$ cat config.mk
export PLATFORM = sky130hd
export DESIGN_NAME = split_assign_loader
export DESIGN_NICKNAME = d
export VERILOG_FILES = /design/src/rtl/split_pkg.sv /design/src/rtl/split_assign_loader.sv
export SDC_FILE = /design/constraint.sdc
export NUM_CORES = 1
export LEC_CHECK = 0
export CAP_MARGIN = 40
export CORE_AREA = 8 8 278 280
export CTS_BUF_LIST = sky130_fd_sc_hd__clkbuf_8
export CTS_CLUSTER_SIZE = 10
export DETAILED_ROUTE_END_ITERATION = 6
export DIE_AREA = 0 0 286 288
export HOLD_SLACK_MARGIN = 0.05
export PLACE_DENSITY_LB_ADDON = 0.2
export SETUP_SLACK_MARGIN = 0.02
export SLEW_MARGIN = 10
export SYNTH_ARGS = -nofsm -noshare
export SYNTH_HDL_FRONTEND = slang
export SYNTH_SLANG_ARGS = --single-unit
$ cat constraint.sdc
create_clock -name clk -period 57.7 [get_ports clk]
set_clock_uncertainty 0.05 [all_clocks]
set_input_delay 17.31 -clock clk [delete_from_list [all_inputs] [get_ports clk]]
set_output_delay 17.31 -clock clk [all_outputs]
set_load 0.02 [all_outputs]
$ cat src/rtl/split_pkg.sv
// Shared constants for the split-constraint blocks.
// Latency: n/a (package). Backpressure: n/a.
// Holds the stream geometry, the 20-field layout of the flat assignment vector and the loader FSM states.
package split_pkg;

   localparam int WORD_W  = 32;
   localparam int TOTAL_W = 654;
   localparam int WORDS   = (TOTAL_W + WORD_W - 1) / WORD_W;
   // Bits of the final stream word that carry assignment data; the rest are ignored.
   localparam int LAST_W  = TOTAL_W - (WORDS - 1) * WORD_W;
   localparam int NVARS   = 20;

   localparam int VAR_W [0:NVARS-1] = '{
      27, 41, 29, 52, 46, 25, 17, 29,  6, 38,
      47, 41, 27, 52, 27, 40, 29, 53,  8, 20
   };

   // Running sums of VAR_W; var_0 sits at the LSBs.
   localparam int VAR_OFF [0:NVARS-1] = '{
        0,  27,  68,  97, 149, 195, 220, 237, 266, 272,
      310, 357, 398, 425, 477, 504, 544, 573, 626, 634
   };

   typedef enum logic [1:0] {
      LOAD  = 2'd0,
      DRAIN = 2'd1,
      CHECK = 2'd2,
      RESP  = 2'd3
   } state_t;

endpackage

$ cat src/rtl/split_assign_loader.sv
// Loads a 21-word assignment frame, holds it under check, returns pass/fail with framing-error detection.
// Latency: last-word handshake to res_valid is CHK_LAT+1 cycles (0 cycles of CHECK on framing errors).
// Backpressure: s_ready drops in CHECK/RESP; the result is held until res_valid & res_ready.
// Ports: clk/rst (async active-high); s_valid/s_ready/s_data/s_last word stream in;
//        assign_vec/assign_valid to the checker, chk_x back; res_valid/res_ready/res_pass/res_err
//        result out; frame_cnt/pass_cnt saturating counters.
module split_assign_loader
   import split_pkg::*;
#(
   parameter int CHK_LAT = 0,
   parameter int CNT_W   = 16
) (
   input  logic               clk,
   input  logic               rst,
   input  logic               s_valid,
   output logic               s_ready,
   input  logic [WORD_W-1:0]  s_data,
   input  logic               s_last,
   output logic [TOTAL_W-1:0] assign_vec,
   output logic               assign_valid,
   input  logic               chk_x,
   output logic               res_valid,
   input  logic               res_ready,
   output logic               res_pass,
   output logic               res_err,
   output logic [CNT_W-1:0]   frame_cnt,
   output logic [CNT_W-1:0]   pass_cnt
);

   localparam int LAT_W = (CHK_LAT > 0) ? $clog2(CHK_LAT + 1) : 1;
   localparam int IDX_W = $clog2(WORDS + 1);
   localparam logic [CNT_W-1:0] CNT_MAX = '1;

   state_t           state, state_d;
   logic [IDX_W-1:0] widx;
   logic [LAT_W-1:0] lat_cnt;
   logic             live;      // holds s_ready low for the first cycle out of reset
   logic             xfer;
   logic             last_idx;
   logic             lat_done;
   logic             res_hs;

   assign s_ready      = live & ((state == LOAD) | (state == DRAIN));
   assign assign_valid = (state == CHECK);
   assign res_valid    = (state == RESP);
   assign xfer         = s_valid & s_ready;
   assign last_idx     = (widx == IDX_W'(WORDS - 1));
   assign lat_done     = (lat_cnt == LAT_W'(CHK_LAT));
   assign res_hs       = res_valid & res_ready;

   always_ff @(posedge clk or posedge rst) begin
      if (rst) state <= LOAD;
      else     state <= state_d;
   end

   always_comb begin
      state_d = state;
      unique case (state)
         LOAD: begin
            if (xfer) begin
               if (s_last)        state_d = last_idx ? CHECK : RESP;
               else if (last_idx) state_d = DRAIN;
            end
         end
         DRAIN: if (xfer && s_last) state_d = RESP;
         CHECK: if (lat_done)       state_d = RESP;
         RESP:  if (res_ready)      state_d = LOAD;
         default:                   state_d = LOAD;
      endcase
   end

   // Word packing and frame index. Only the low LAST_W bits of the final word land in the vector.
   always_ff @(posedge clk or posedge rst) begin
      if (rst) begin
         live       <= 1'b0;
         widx       <= '0;
         assign_vec <= '0;
      end else begin
         live <= 1'b1;
         if (state == LOAD && xfer) begin
            widx <= widx + 1'b1;
            for (int k = 0; k < WORDS - 1; k++) begin
               if (widx == IDX_W'(k)) assign_vec[k*WORD_W +: WORD_W] <= s_data;
            end
            if (last_idx) assign_vec[TOTAL_W-1 -: LAST_W] <= s_data[LAST_W-1:0];
         end
         if (res_hs) widx <= '0;
      end
   end

   // Check timing and result capture. Framing errors force res_pass low.
   always_ff @(posedge clk or posedge rst) begin
      if (rst) begin
         lat_cnt  <= '0;
         res_pass <= 1'b0;
         res_err  <= 1'b0;
      end else begin
         if (state == LOAD && xfer && s_last && !last_idx) begin
            res_err  <= 1'b1;
            res_pass <= 1'b0;
         end
         if (state == DRAIN && xfer && s_last) begin
            res_err  <= 1'b1;
            res_pass <= 1'b0;
         end
         if (state == CHECK) begin
            if (lat_done) begin
               lat_cnt  <= '0;
               res_pass <= chk_x;
               res_err  <= 1'b0;
            end else begin
               lat_cnt <= lat_cnt + 1'b1;
            end
         end
         if (res_hs) begin
            res_pass <= 1'b0;
            res_err  <= 1'b0;
         end
      end
   end

   always_ff @(posedge clk or posedge rst) begin
      if (rst) begin
         frame_cnt <= '0;
         pass_cnt  <= '0;
      end else if (res_hs) begin
         if (frame_cnt != CNT_MAX)             frame_cnt <= frame_cnt + 1'b1;
         if (res_pass && pass_cnt != CNT_MAX)  pass_cnt  <= pass_cnt + 1'b1;
      end
   end

endmodule

==> summary.md, run 1 <==
| Metric | Value |
|---|---|
| Fillers | slightly above 6000 |
| Setup crit start kind | register |
| Most common cell after layout, fill and taps aside | clkdlybuf4s50_1 |
| Die Height | about 290 um |
| Synth area leaders | dfrtp_1, mux2_2, mux2_4 |
| Row count | a little under 100 |
| CP Data Required Time | just over 40000 ps |
| Total power | between 1000 and 1500 uW |
| RSZ-0062 raised after global routing | false |
| Crit path buffers/inverters | 2 |
| Ys async rst share | 1.00 |
| Setup Fix Bufs, Post-CTS | 0 |
| Vias in the first global route | approximately 19000 |
| Max-cap violation count | 0 |
| Critical Path AT | 2420 ps |
| GR Util All Layers | 0.220 |
| Hpwl dp | about 67000 um |
| Die footprint | between 80000 and 90000 sq um |
| Cts bufs inserted | roughly 120 |
| Hold Path Sink | assign_vec[0] |
| CP Max Fanout | 9 |
| Clock Path Buffers | 3 |
| First-pass GRT wire length | between 100000 and 150000 um |
| Max Clk Rate | between 50 and 60 MHz |
| DR pass1 iterations | 7 |
| Storage cell area | between 15000 and 20000 sq um |
| Wire per inst | roughly 27 um |
| Hold_sp | assign_vec[0] |
| Yosys warning count | 0 |
| Drt total wl | about 93000 um |
| Post-synthesis register bit count | ~700 |
| Worst Reg-to-Reg Cells | 6 |
| DRC viols | 0 |
| Post-synth EDFFs | 0 |
| Final slew viol count | 0 |
| Most frequent cells in the layout | clkdlybuf4s50_1, dfrtp_1, mux2_2 |
| Clk_lat worst skew | 710 ps |
| Core area | a little over 70000 sq um |
| Num ports | roughly 730 |
| Area occupied by multi-input gates | around 9000 sq um |
| Critical path class | register to primary output |
| Grt met2 use | 0.373 |
| R2r startpoint | state[0] |
| Final setup TNS | 0 ps |
| Cell Area, Synth | 27200 sq um |
| Layout cell share with drive strength beyond 1 | 0.353 |
| Post-cts sizing count | 0 |
| Finish-stage setup viols | 0 |
| Buffers on Ports | about 730 |
| Antenna viol nets, final | 0 |
| Post-cts hold buffer count | 0 |
| Peak VDD IR | 0.0279 mV |
| Layout Area Growth over Synthesis | 40.5% |
| Syn nets | 1730 |
| GRT Max-Usage Layer | met2 |
| Crit-path cells | inv_1 > ha_1 > o21a_1 > clkdlybuf4s50_1 |
| Final Hold Vio Count | 0 |
| Clock transition at the registers of the reported paths | roughly 60 ps |
| Reg2reg end | assign_vec[445] |
| Max incr delay on CP | 690 ps |
| Met3 Usage GRT | 0.0617 |
| Status | complete, no violations |
| Antenna violations before repair | 5 |
| Crit path max-delay family | buffers and inverters |
| Synth top area share | 0.640 |
| Clock root buffer | clkbuf_8 |
| Final nets | roughly 2500 |
| Least-Margin Pin Slew | approximately 1000 ps |
| Distinct cell type count after synthesis | a little under 50 |
| Pwr dens | roughly 34 nW/um^2 |
| Mean area per synthesized cell | roughly 16 sq um |
| Leakage | around 0.019 uW |
| Clock sink count | 696 |
| Initial core utilization | 0.375 |
| Cells on Worst Hold Path | 1 |
| Met1 usage | 0.257 |
| GRT overflow | 0 |
| Largest area contributor in the netlist | dfrtp_1 |
| R2r setup slk | around 55000 ps |
| Synth Flop Type | dfrtp_1 |
| Critical path's slowest cell | clkdlybuf4s50_1 |
| Post-layout minimum cycle time | 19780 ps |
| Crit. End Element | primary output |
| Final Cycle Share | 0.343 |
| Mapped Cells | roughly 1700 |
| Seq/Total Area, Yosys | 0.640 |
| Largest net degree at the start of global routing | 166 |
| Global placer's final weighted congestion | approximately 0.8 |
| H-tree lvl count | 3 |
| DRT iter0 DRCs | just under 800 |
| CTS tree | built |
| Via/cell ratio | 4.94 |
| Min-delay worst type | register to register |
| Die Width | between 200 and 300 um |
| Max_slew headroom | 0.349 |
| Via count | 17300 |
## sequential cells by signal, summed over array words and instances, names as in the netlist
signal / count
live: 1
widx: 5
res_err: 1
state: 2
pass_cnt: 16
frame_cnt: 16
res_pass: 1
assign_vec: 654
## per-stage QoR
step                      area, sq um  hold slack, ps  setup WS [ps]  instances   util
after floorplan                 27200             503          20820       1681      -
after global placement          35100             423          37230       3254  0.484
after detailed placement        35800             434          37390       3288  0.493
after CTS                       38200             447          37830       3504  0.527
after global routing            38200             462          37720       3505  0.527
final                           38200             443          37920       3506  0.527
## worst reg2reg max path: cells and delay by family (launching register included)
family / cells / cell delay, ps
mux: 1 / 570
fa+ha+maj: 1 / 340
buf+inv: 1 / 110
flops: 1 / 400
simple gates: 3 / 1340
## cell type report
cell class	instances	area share
clock buffer	156	0.0561
tap	959	0.0314
antenna	2	0.000131
timing repair buffer	780	0.212
clock inverter	60	0.00834
multi-input combinational	843	0.235
sequential	696	0.455
inverter	10	0.00118
## where the power goes
part | switching (uW) | internal, uW | total (uW)
Sequential | 31.8 | 540 | 572
Combinational | 158 | 135 | 293
Clock | 202 | 246 | 448
Total | 391 | 922 | 1310
## synth_stat cells, types with 3 or more instances
library cell,instances
inv_1,10
buf_6,33
a21oi_1,9
o21ai_0,3
mux2_4,60
mux2_1,18
a211oi_1,5
xnor2_1,3
buf_4,8
buf_2,24
and3_1,5
clkbuf_1,67
nand4_1,9
a31oi_1,4
nand2_4,9
and4_1,3
a41oi_1,3
ha_1,11
mux2i_1,4
nand3_1,14
o21a_1,3
nor2_1,14
dfrtp_1,696
nor3_1,5
nand2_1,29
mux2_2,582
nor4_1,5
xor2_1,18
## how the worst max path moves through the flow
stage                         from              end  cells after the start
final                     state[0]          s_ready                      4
after global routing      state[0]          s_ready                      4
after detailed placement       rst  assign_vec[184]                      6
after global placement         rst  assign_vec[180]                      4
after floorplan                rst    assign_vec[0]                      1
after CTS                 state[0]          s_ready                      4
## kinds of logic (layout without fill, tap and decap cells)
logic type	after synthesis	count (layout)	share of synthesized area
mux	664	664	0.283
flops	696	696	0.640
other cells	1	3	0.000138
xor+xnor	21	21	0.00676
buf+inv	142	1006	0.0309
simple gates	113	113	0.0262
compound gates	33	33	0.00832
fa+ha+maj	11	11	0.00506
## layer usage
layer  part of all wire  wire length, um
met1               0.39            36200
met4              0.045             4200
met5                  0                0
met3              0.069             6480
met2               0.50            46600
Note: power is estimated with default switching activity, not from simulation.
==> run 2: changes to the inputs <==
--- a/config.mk
+++ b/config.mk
@@ -6,11 +6,11 @@
 export NUM_CORES = 1
 export LEC_CHECK = 0
 export CAP_MARGIN = 40
-export CORE_AREA = 8 8 278 280
+export CORE_AREA = 8 8 280 282
 export CTS_BUF_LIST = sky130_fd_sc_hd__clkbuf_8
 export CTS_CLUSTER_SIZE = 10
 export DETAILED_ROUTE_END_ITERATION = 6
-export DIE_AREA = 0 0 286 288
+export DIE_AREA = 0 0 288 290
 export HOLD_SLACK_MARGIN = 0.05
 export PLACE_DENSITY_LB_ADDON = 0.2
 export SETUP_SLACK_MARGIN = 0.02
==> constraint.sdc (replaced) <==
create_clock -name clk -period 18.8 [get_ports clk]
set_clock_uncertainty 0.05 [all_clocks]
set_input_delay 5.64 -clock clk [delete_from_list [all_inputs] [get_ports clk]]
set_output_delay 5.64 -clock clk [all_outputs]
set_load 0.02 [all_outputs]
==> summary.md, run 2 (synthesized netlist as in run 1, its figures left out) <==
| Metric | Value |
|---|---|
| Setup Fix Bufs, Post-CTS | 0 (unchanged) |
| Core area | 73800 sq um (was 72600 sq um) |
| R2r setup slk | 15850 ps (was 54770 ps) |
| Clock transition at the registers of the reported paths | 60 ps (about the same) |
| Antenna violations before repair | 5 (unchanged) |
| Met1 usage | 0.257 (about the same) |
| Final Non-Filler Cells | 3509 (was 3506) |
| Total power | 3920 uW (was 1310 uW) |
| Peak VDD IR | 0.0811 mV (was 0.0279 mV) |
| Row count | 100 (was 99) |
| Placed Cells | 3303 (was 3288) |
| Final Hold Vio Count | 0 (unchanged) |
| Least-Margin Pin Slew | 842 ps (was 976 ps) |
| Initial core utilization | 0.369 (was 0.375) |
| Final Cycle Share | 0.428 |
| Core Util, Final | 0.516 (was 0.527) |
| Max Clk Rate | between 100 and 150 MHz |
| Buffers on Ports | 728 (unchanged) |
| Global placer's final weighted congestion | 0.804 (was 0.817) |
| DRT iter0 DRCs | 569 (was 781) |
| GRT overflow | 0 (unchanged) |
| Setup WS pre-CTS | 10310 ps (was 37390 ps) |
| Finish-stage setup viols | 0 (unchanged) |
| RSZ-0062 raised after global routing | false (unchanged) |
| Cts bufs inserted | 115 (was 118) |
| Clock sink count | 696 (unchanged) |
| DRC viols | 0 (unchanged) |
| Min-delay worst type | register to register (unchanged) |
| Most common cell after layout, fill and taps aside | clkdlybuf4s50_1 (unchanged) |
| Via count | 17400 (was 17300) |
| Layout Area Growth over Synthesis | 39.8% (was 40.5%) |
| PnR worst setup slack | 10750 ps (was 37920 ps) |
| Layout cell share with drive strength beyond 1 | 0.352 (was 0.353) |
| Status | complete, no violations (unchanged) |
| Reg with most FFs | assign_vec (unchanged) |
| Die footprint | 83500 sq um (was 82400 sq um) |
| GRT Max-Usage Layer | met2 (unchanged) |
| Wire per inst | 27.1 um (was 26.7 um) |
| Clock root buffer | clkbuf_8 (unchanged) |
| R2r startpoint | state[0] (unchanged) |
| First-pass GRT wire length | 138000 um (was 134000 um) |
| Hold_sp | assign_vec[324] (was assign_vec[0]) |
| Most frequent cells in the layout | clkdlybuf4s50_1, dfrtp_1, mux2_2 (unchanged) |
| Crit. End Element | primary output (unchanged) |
| Antenna viol nets, final | 0 (unchanged) |
| CP startpoint | state[0] (unchanged) |
| Die Height | 290 um (was 288 um) |
| Post-layout minimum cycle time | 8050 ps |
| Critical Path AT | 2360 ps (was 2420 ps) |
| Vias in the first global route | 19100 (was 18600) |
| Final nets | 2502 (was 2498) |
| CP Max Fanout | 9 (unchanged) |
| Max-cap violation count | 0 (unchanged) |
| Die Width | 288 um (was 286 um) |
| Drt total wl | 95100 um (was 93500 um) |
| Largest regs | assign_vec x654, frame_cnt x16, pass_cnt x16 (unchanged) |
| Setup crit start kind | register (unchanged) |
| GR Util All Layers | 0.224 (was 0.220) |
| Largest net degree at the start of global routing | 68 (was 166) |
| Hpwl dp | 68200 um (was 67000 um) |
| CTS tree | built (unchanged) |
| Clock Path Buffers | 3 (unchanged) |
| Leakage | 0.0187 uW (was 0.0188 uW) |
| Final setup TNS | 0 ps (unchanged) |
| H-tree lvl count | 3 (unchanged) |
| Met3 Usage GRT | 0.0632 (was 0.0617) |
| Post-cts hold buffer count | 0 (unchanged) |
| Critical path class | register to primary output (unchanged) |
| Grt met2 use | 0.388 (was 0.373) |
| Via/cell ratio | 4.96 (was 4.94) |
| Clk_lat worst skew | 700 ps (was 710 ps) |
| Max_slew headroom | 0.438 (was 0.349) |
| Post-cts sizing count | 0 (unchanged) |
| Pwr dens | 103 nW/um^2 (was 34.3 nW/um^2) |
| DR pass1 iterations | 5 (was 7) |
| CP Data Required Time | 13110 ps (was 40340 ps) |
| Max reg flops | 654 (unchanged) |
| Num ports | 729 (unchanged) |
| Final slew viol count | 0 (unchanged) |
==> run 2: cell types whose count changed in the layout (fill, tap and decap cells not counted), sizes merged, moves of 2 or more <==
| cell | delta |
|---|---|
| clkinvlp | +2 |
| clkinv | +2 |
| buf | +8 |
| clkbuf | -18 |
==> run 2: metrics by stage <==
stage,hold slack [ps],area [sq um]
final,445,38100
after global routing,452,38100
after CTS,446,38000
after detailed placement,433,35800
after global placement,425,35100
after floorplan,503,27200
==> run 2: where the power goes <==
part | switching, uW | internal, uW
logic | 476 | 416
registers | 101 | 1660
clock network | 607 | 664
total | 1180 | 2740
==> run 2: layout make-up <==
class | count | area [sq um]
timing repair buffer | 787 | 8190
sequential | 696 | 17400
antenna | 2 | 5.00
clock inverter | 64 | 313
inverter | 10 | 41.3
clock buffer | 138 | 1900
fill | 6318 | 35800
multi-input combinational | 843 | 8990
tap | 969 | 1210
==> run 2: metal layers <==
metal  wire (um)  share of wire
met1       36100           0.38
met2       48100           0.51
met3        6640          0.070
met4        4280          0.045
met5           0              0
==> run 2: path summary, 6_finish.rpt <==
check                           cells past startpoint               to
max in group asynchronous                           6     pass_cnt[14]
worst min-delay path                                1  assign_vec[324]
worst max register to register                      6  assign_vec[431]
worst max-delay path                                4          s_ready
min in group asynchronous                           3  assign_vec[462]
worst min register to register                      1  assign_vec[324]
==> run 2: worst max-delay path, cell delays in order (launching register included) <==
cell and delay [ps]:
dfrtp_1 400, inv_1 110, ha_1 340, o21a_1 180, clkdlybuf4s50_1 660
